--- src/rtl/conv_channel_sum_join.sv ---
// N-channel join: per-channel FIFOs, aligned pop, sum + bias, saturate, optional ReLU.
// Build option: CONV_SUM_SATCNT_EN enables the saturating sat_count counter.
module conv_channel_sum_join #(
  parameter int unsigned CH         = 3,
  parameter int unsigned Datawidth  = 16,
  parameter int unsigned FIFO_DEPTH = 4,
  parameter int          BIAS       = 0,
  parameter bit          ReLU       = 1'b0
) (
  input  logic                    clk,
  input  logic                    rst,
  input  logic [CH-1:0]           in_valid,
  input  logic [CH*Datawidth-1:0] in_data,
  output logic [CH-1:0]           in_ready,
  output logic                    out_valid,
  input  logic                    out_ready,
  output logic [Datawidth-1:0]    out_data,
  output logic                    sat_sticky,
  output logic [15:0]             sat_count
);

  localparam int unsigned DW = Datawidth;
  localparam int unsigned AW = (FIFO_DEPTH > 1) ? $clog2(FIFO_DEPTH) : 1;
  localparam int unsigned CW = AW + 1;
  localparam int unsigned SW = DW + $clog2(CH + 1) + 1;
  localparam logic [CW-1:0]        DEPTH_C = CW'(FIFO_DEPTH);
  localparam logic signed [DW-1:0] BIAS_W  = DW'(BIAS);
  localparam logic signed [SW-1:0] MAXV    = {{(SW-DW+1){1'b0}}, {(DW-1){1'b1}}};
  localparam logic signed [SW-1:0] MINV    = {{(SW-DW+1){1'b1}}, {(DW-1){1'b0}}};

  logic [DW-1:0] mem_q [CH][FIFO_DEPTH];
  logic [AW-1:0] wptr_q [CH];
  logic [AW-1:0] wptr_d [CH];
  logic [AW-1:0] rptr_q [CH];
  logic [AW-1:0] rptr_d [CH];
  logic [CW-1:0] cnt_q  [CH];
  logic [CW-1:0] cnt_d  [CH];
  logic [CW-1:0] vis_q  [CH];
  logic [CW-1:0] vis_d  [CH];
  logic [CH-1:0] pend_q, pend_d;
  logic [CH-1:0] full_c, nonempty_c, push_c;

  logic              en_c, fire_c, sat_evt_c;
  logic signed [SW-1:0] sum_c;
  logic [DW-1:0]     clamp_c;
  logic              s1_valid_q, s1_valid_d;
  logic signed [SW-1:0] s1_sum_q, s1_sum_d;
  logic              out_valid_q, out_valid_d;
  logic [DW-1:0]     out_data_q, out_data_d;
  logic              sat_sticky_q, sat_sticky_d;

  assign in_ready   = {CH{rst}} & ~full_c;
  assign out_valid  = out_valid_q;
  assign out_data   = out_data_q;
  assign sat_sticky = sat_sticky_q;

  // FIFO bookkeeping: cnt tracks occupancy (for ready), vis lags pushes by one cycle (for pop)
  always_comb begin
    for (int unsigned c = 0; c < CH; c++) begin
      full_c[c]     = (cnt_q[c] == DEPTH_C);
      nonempty_c[c] = (vis_q[c] != '0);
    end
    push_c = in_valid & in_ready;
    en_c   = !out_valid_q || out_ready;
    fire_c = en_c && (&nonempty_c);
    pend_d = push_c;
    for (int unsigned c = 0; c < CH; c++) begin
      wptr_d[c] = wptr_q[c] + AW'(push_c[c]);
      rptr_d[c] = rptr_q[c] + AW'(fire_c);
      cnt_d[c]  = cnt_q[c] + CW'(push_c[c]) - CW'(fire_c);
      vis_d[c]  = vis_q[c] + CW'(pend_q[c]) - CW'(fire_c);
    end
  end

  always_ff @(posedge clk) begin
    for (int unsigned c = 0; c < CH; c++) begin
      if (push_c[c]) mem_q[c][wptr_q[c]] <= in_data[c*DW +: DW];
    end
  end

  // Full-width sum of all heads plus bias; cannot wrap at SW bits
  always_comb begin
    sum_c = SW'(BIAS_W);
    for (int unsigned c = 0; c < CH; c++) begin
      sum_c = sum_c + SW'($signed(mem_q[c][rptr_q[c]]));
    end
  end

  always_comb begin
    sat_evt_c = en_c && s1_valid_q && ((s1_sum_q > MAXV) || (s1_sum_q < MINV));
    if (s1_sum_q > MAXV)      clamp_c = DW'(MAXV);
    else if (s1_sum_q < MINV) clamp_c = DW'(MINV);
    else                      clamp_c = DW'(s1_sum_q);
    if (ReLU && clamp_c[DW-1]) clamp_c = '0;
  end

  always_comb begin
    s1_valid_d   = s1_valid_q;
    s1_sum_d     = s1_sum_q;
    out_valid_d  = out_valid_q;
    out_data_d   = out_data_q;
    sat_sticky_d = sat_sticky_q | sat_evt_c;
    if (en_c) begin
      s1_valid_d  = fire_c;
      s1_sum_d    = sum_c;
      out_valid_d = s1_valid_q;
      out_data_d  = clamp_c;
    end
  end

  always_ff @(posedge clk) begin
    if (!rst) begin
      for (int unsigned c = 0; c < CH; c++) begin
        wptr_q[c] <= '0;
        rptr_q[c] <= '0;
        cnt_q[c]  <= '0;
        vis_q[c]  <= '0;
      end
      pend_q       <= '0;
      s1_valid_q   <= 1'b0;
      s1_sum_q     <= '0;
      out_valid_q  <= 1'b0;
      out_data_q   <= '0;
      sat_sticky_q <= 1'b0;
    end else begin
      for (int unsigned c = 0; c < CH; c++) begin
        wptr_q[c] <= wptr_d[c];
        rptr_q[c] <= rptr_d[c];
        cnt_q[c]  <= cnt_d[c];
        vis_q[c]  <= vis_d[c];
      end
      pend_q       <= pend_d;
      s1_valid_q   <= s1_valid_d;
      s1_sum_q     <= s1_sum_d;
      out_valid_q  <= out_valid_d;
      out_data_q   <= out_data_d;
      sat_sticky_q <= sat_sticky_d;
    end
  end

`ifdef CONV_SUM_SATCNT_EN
  logic [15:0] sat_cnt_q, sat_cnt_d;

  // Counts saturation events, sticking at all-ones
  always_comb begin
    sat_cnt_d = sat_cnt_q;
    if (sat_evt_c && (sat_cnt_q != 16'hFFFF)) sat_cnt_d = sat_cnt_q + 16'd1;
  end

  always_ff @(posedge clk) begin
    if (!rst) sat_cnt_q <= '0;
    else      sat_cnt_q <= sat_cnt_d;
  end

  assign sat_count = sat_cnt_q;
`else
  assign sat_count = 16'd0;
`endif

endmodule

--- config.mk ---
export PLATFORM = sky130hd
export DESIGN_NAME = conv_channel_sum_join
export DESIGN_NICKNAME = d
export VERILOG_FILES = /design/src/rtl/conv_channel_sum_join.sv
export SDC_FILE = /design/constraint.sdc
export NUM_CORES = 1
export LEC_CHECK = 0
export CAP_MARGIN = 20
export CORE_UTILIZATION = 35
export DETAILED_ROUTE_END_ITERATION = 10
export RECOVER_POWER = 100
export REMOVE_ABC_BUFFERS = 1
export SYNTH_ARGS = -nofsm -noshare
export SYNTH_HDL_FRONTEND = slang
export SYNTH_SLANG_ARGS = --single-unit
export TNS_END_PERCENT = 10
--- constraint.sdc ---
create_clock -name clk -period 3.22 [get_ports clk]
set_clock_uncertainty 0.2 [all_clocks]
set_input_delay 0.644 -clock clk [delete_from_list [all_inputs] [get_ports clk]]
set_output_delay 0.644 -clock clk [all_outputs]
set_load 0.05 [all_outputs]
==> results.json <==
{
  "status": "finished, violations left",
  "violations": "negative setup slack",
  "first_iter_violations": 437,
  "clockRootBuffer": "clkbuf_16",
  "finalSetupViolations": 10,
  "place_congestion": 0.8260,
  "die_x_um": 180.2,
  "grt_usage": 0.1412,
  "cts_buffers": 28,
  "period_share": 1.035,
  "synth_top_area_cell": "edfxtp_1",
  "crit_type": "flop to flop",
  "end_kind": "flop",
  "syn_area_um2": 11110,
  "timing.final.ws_setup_ns": -0.1113,
  "ys_top_cells_by_count": "192 x edfxtp_1, 70 x dfxtp_1, 54 x nor2_1, 48 x mux4_2, 41 x a21oi_1",
  "coreArea_um2": 30910,
  "portBuffers": 74,
  "cts-htree-levels": 1,
  "fin_crit_ns": 3.331,
  "drt_wl_total_mm": 22.68,
  "synth_edf_count": 192,
  "ys_warn_count": 0,
  "cp-start-kind": "flop",
  "ys_ff_latch": 262,
  "synth_cell_type_count": 53,
  "rows": 64,
  "route.vias.total": 6335,
  "synthFlopType": "edfxtp_1",
  "initial_core_util": 0.3595,
  "p_per_area_nw_per_um2": 823.2,
  "grt_pass1_wl_mm": 35.76,
  "max_freq_mhz": 300.2,
  "path_clk_slew_ns": 0.06,
  "dp_cells": 1252,
  "layout-drive-gt1-share": 0.2451,
  "clock_sink_count": 262,
  "die_area_um2": 32470,
  "async_flop_share": 0,
  "synth_xor_area_frac": 0.01813,
  "ys_seq_area_frac": 0.6449,
  "synthSimpleGateAreaFrac": 0.06800,
  "grt_pass1_vias": 6238,
  "p_leak_nw": 5.065,
  "cap_violations": 0,
  "worstPathArrival_ns": 3.55,
  "finalHoldViolations": 0,
  "syn2layout_area_growth_pct": 27.94,
  "synth.most_common_cell": "edfxtp_1",
  "final_antenna_net_count": 0,
  "synthMuxAreaShare": 0.09998,
  "tightest_slew_ns": 1.090,
  "ir_drop_mv": 0.5096,
  "synth_compound_area_frac": 0.05213,
  "worst_hold_slack_ns": 0.2542,
  "syn_avg_cell_area_um2": 15.14,
  "relSlewSlack": 0.2735,
  "stdcell_count": 1315,
  "final_nets": 1009,
  "insertion_delay_ns": 0.56,
  "viasPerCell": 4.817,
  "finalPower_mw": 11.70,
  "grt_overflow": 0,
  "grt_max_degree": 38,
  "drv_slew": 0,
  "synthAdderAreaFrac": 0.07971,
  "cts_tree": "built",
  "required_ns": 3.44,
  "ios": 91,
  "clock_path_buffers": 3,
  "fillers": 2706,
  "grt_antenna_before_repair": 1,
  "dr.pass1.iters": 5,
  "drc": 0,
  "critPathMaxFanout": 5,
  "synth.top_cells.by_area": "edfxtp_1 52%, dfxtp_1 13%, mux4_2 9.7%",
  "wl_per_cell_um": 17.24,
  "dp_hpwl_mm": 15.66,
  "syn_inst": 734,
  "pre_cts_slack_ns": -0.1794,
  "hold_path_class": "flop to flop",
  "synth_top_family_by_area": "multiplexers",
  "die_height_um": 180.2,
  "yosys.area.top_type_share": 0.5188,
  "rsz0062_at_grt": "true"
}
sequential cells by signal, indices dropped and copies added, names as in the netlist, 3 cells and up:
name	count
wptr_q	6
vis_q	9
mem_q	192
s1_sum_q	18
cnt_q	9
out_data	16
pend_q	3
rptr_q	6
placed cells by master, fill, tap and decap left out, drive strengths merged, types with 4 or more instances in the layout:
master         instances
xnor2                 14
fa                    23
a211oi                 5
conb                  16
a21oi                 43
clkinv                11
inv                   42
dlygate4sd3           50
o31ai                  5
nor3                   7
dfxtp                 70
and2                  18
clkdlybuf4s50         21
nand3                 13
nor2                  54
bufinv                 4
buf                   73
clkbuf                54
edfxtp               192
o21ai                 24
mux4                  48
nand4                  4
ha                    34
and3                   5
o211ai                 6
nand2                 40
xor2                   9
final cells by class:
| type | instances | area [um^2] | area share |
|---|---|---|---|
| sequential | 262 | 7173 | 0.5045 |
| multi-input combinational | 400 | 3916 | 0.2754 |
| timing repair buffer | 166 | 1539 | 0.1082 |
| clock buffer | 33 | 729.5 | 0.05130 |
| tap | 396 | 495.5 | 0.03485 |
| clock inverter | 17 | 212.7 | 0.01496 |
| inverter | 40 | 150.1 | 0.01056 |
| antenna | 1 | 2.502 | 0.0001760 |
final timing paths:
kind	from	endpoint	slack [ns]	cells after the start
setup / recovery	rptr_q[0][4]	s1_sum_q[9]	-0.11	12
hold reg to reg	s1_sum_q[9]	s1_sum_q[9]	0.25	2
setup reg to reg	rptr_q[0][4]	s1_sum_q[9]	-0.11	12
hold / removal	s1_sum_q[9]	s1_sum_q[9]	0.25	2
critical path, stage by stage (launching register included):
cell and delay (ns):
dfxtp_4 0.38, buf_12 0.13, buf_4 0.11, mux4_2 0.54, fa_2 0.51, buf_6 0.14, fa_2 0.39, nand3_2 0.10
a21oi_4 0.07, buf_4 0.14, or3_1 0.31, nand3_1 0.10, a21oi_1 0.06
metal layers:
metal	routed length (um)	vias to the layer above	GRT usage
li1	-	3020	-
met1	10830	3112	0.2040
met2	10280	169	0.2184
met3	1059	34	0.02506
met4	511	0	0.03966
met5	0	-	0
power breakdown:
group | switching (mW) | internal (mW)
logic | 2.22 | 2.02
registers | 0.216 | 4.02
clock network | 1.29 | 1.94
logic make-up (layout without fill, tap and decap cells):
group / Yosys count / in the layout
other cells: 1 / 17
flops: 262 / 262
xor+xnor: 23 / 23
simple gates: 158 / 158
mux: 51 / 51
compound gates: 95 / 95
buf+inv: 87 / 256
fa+ha+maj: 57 / 57
metrics by stage:
stage | instance area, um^2 | setup TNS [ns] | utilization
3_5_place_dp | 12950 | -0.6927 | 0.4189
2_1_floorplan | 10910 | -50.10 | -
6_report | 14220 | -0.6009 | 0.4600
5_1_grt | 14220 | -1.805 | 0.4599
3_3_place_gp | 12950 | -0.3949 | 0.4189
4_1_cts | 14270 | -0.3245 | 0.4617
what timing repair did:
action / in CTS / in global routing
endpoints found under the hold margin: 0 / 0
buffers inserted: 7 / 4
pin swaps: 32 / 15
resized for setup: 53 / 17
setup endpoints to repair: 12 / 12
hold buffers: 0 / 0
gates cloned: 1 / 0
No activity file was read; power rests on OpenSTA's default activity.
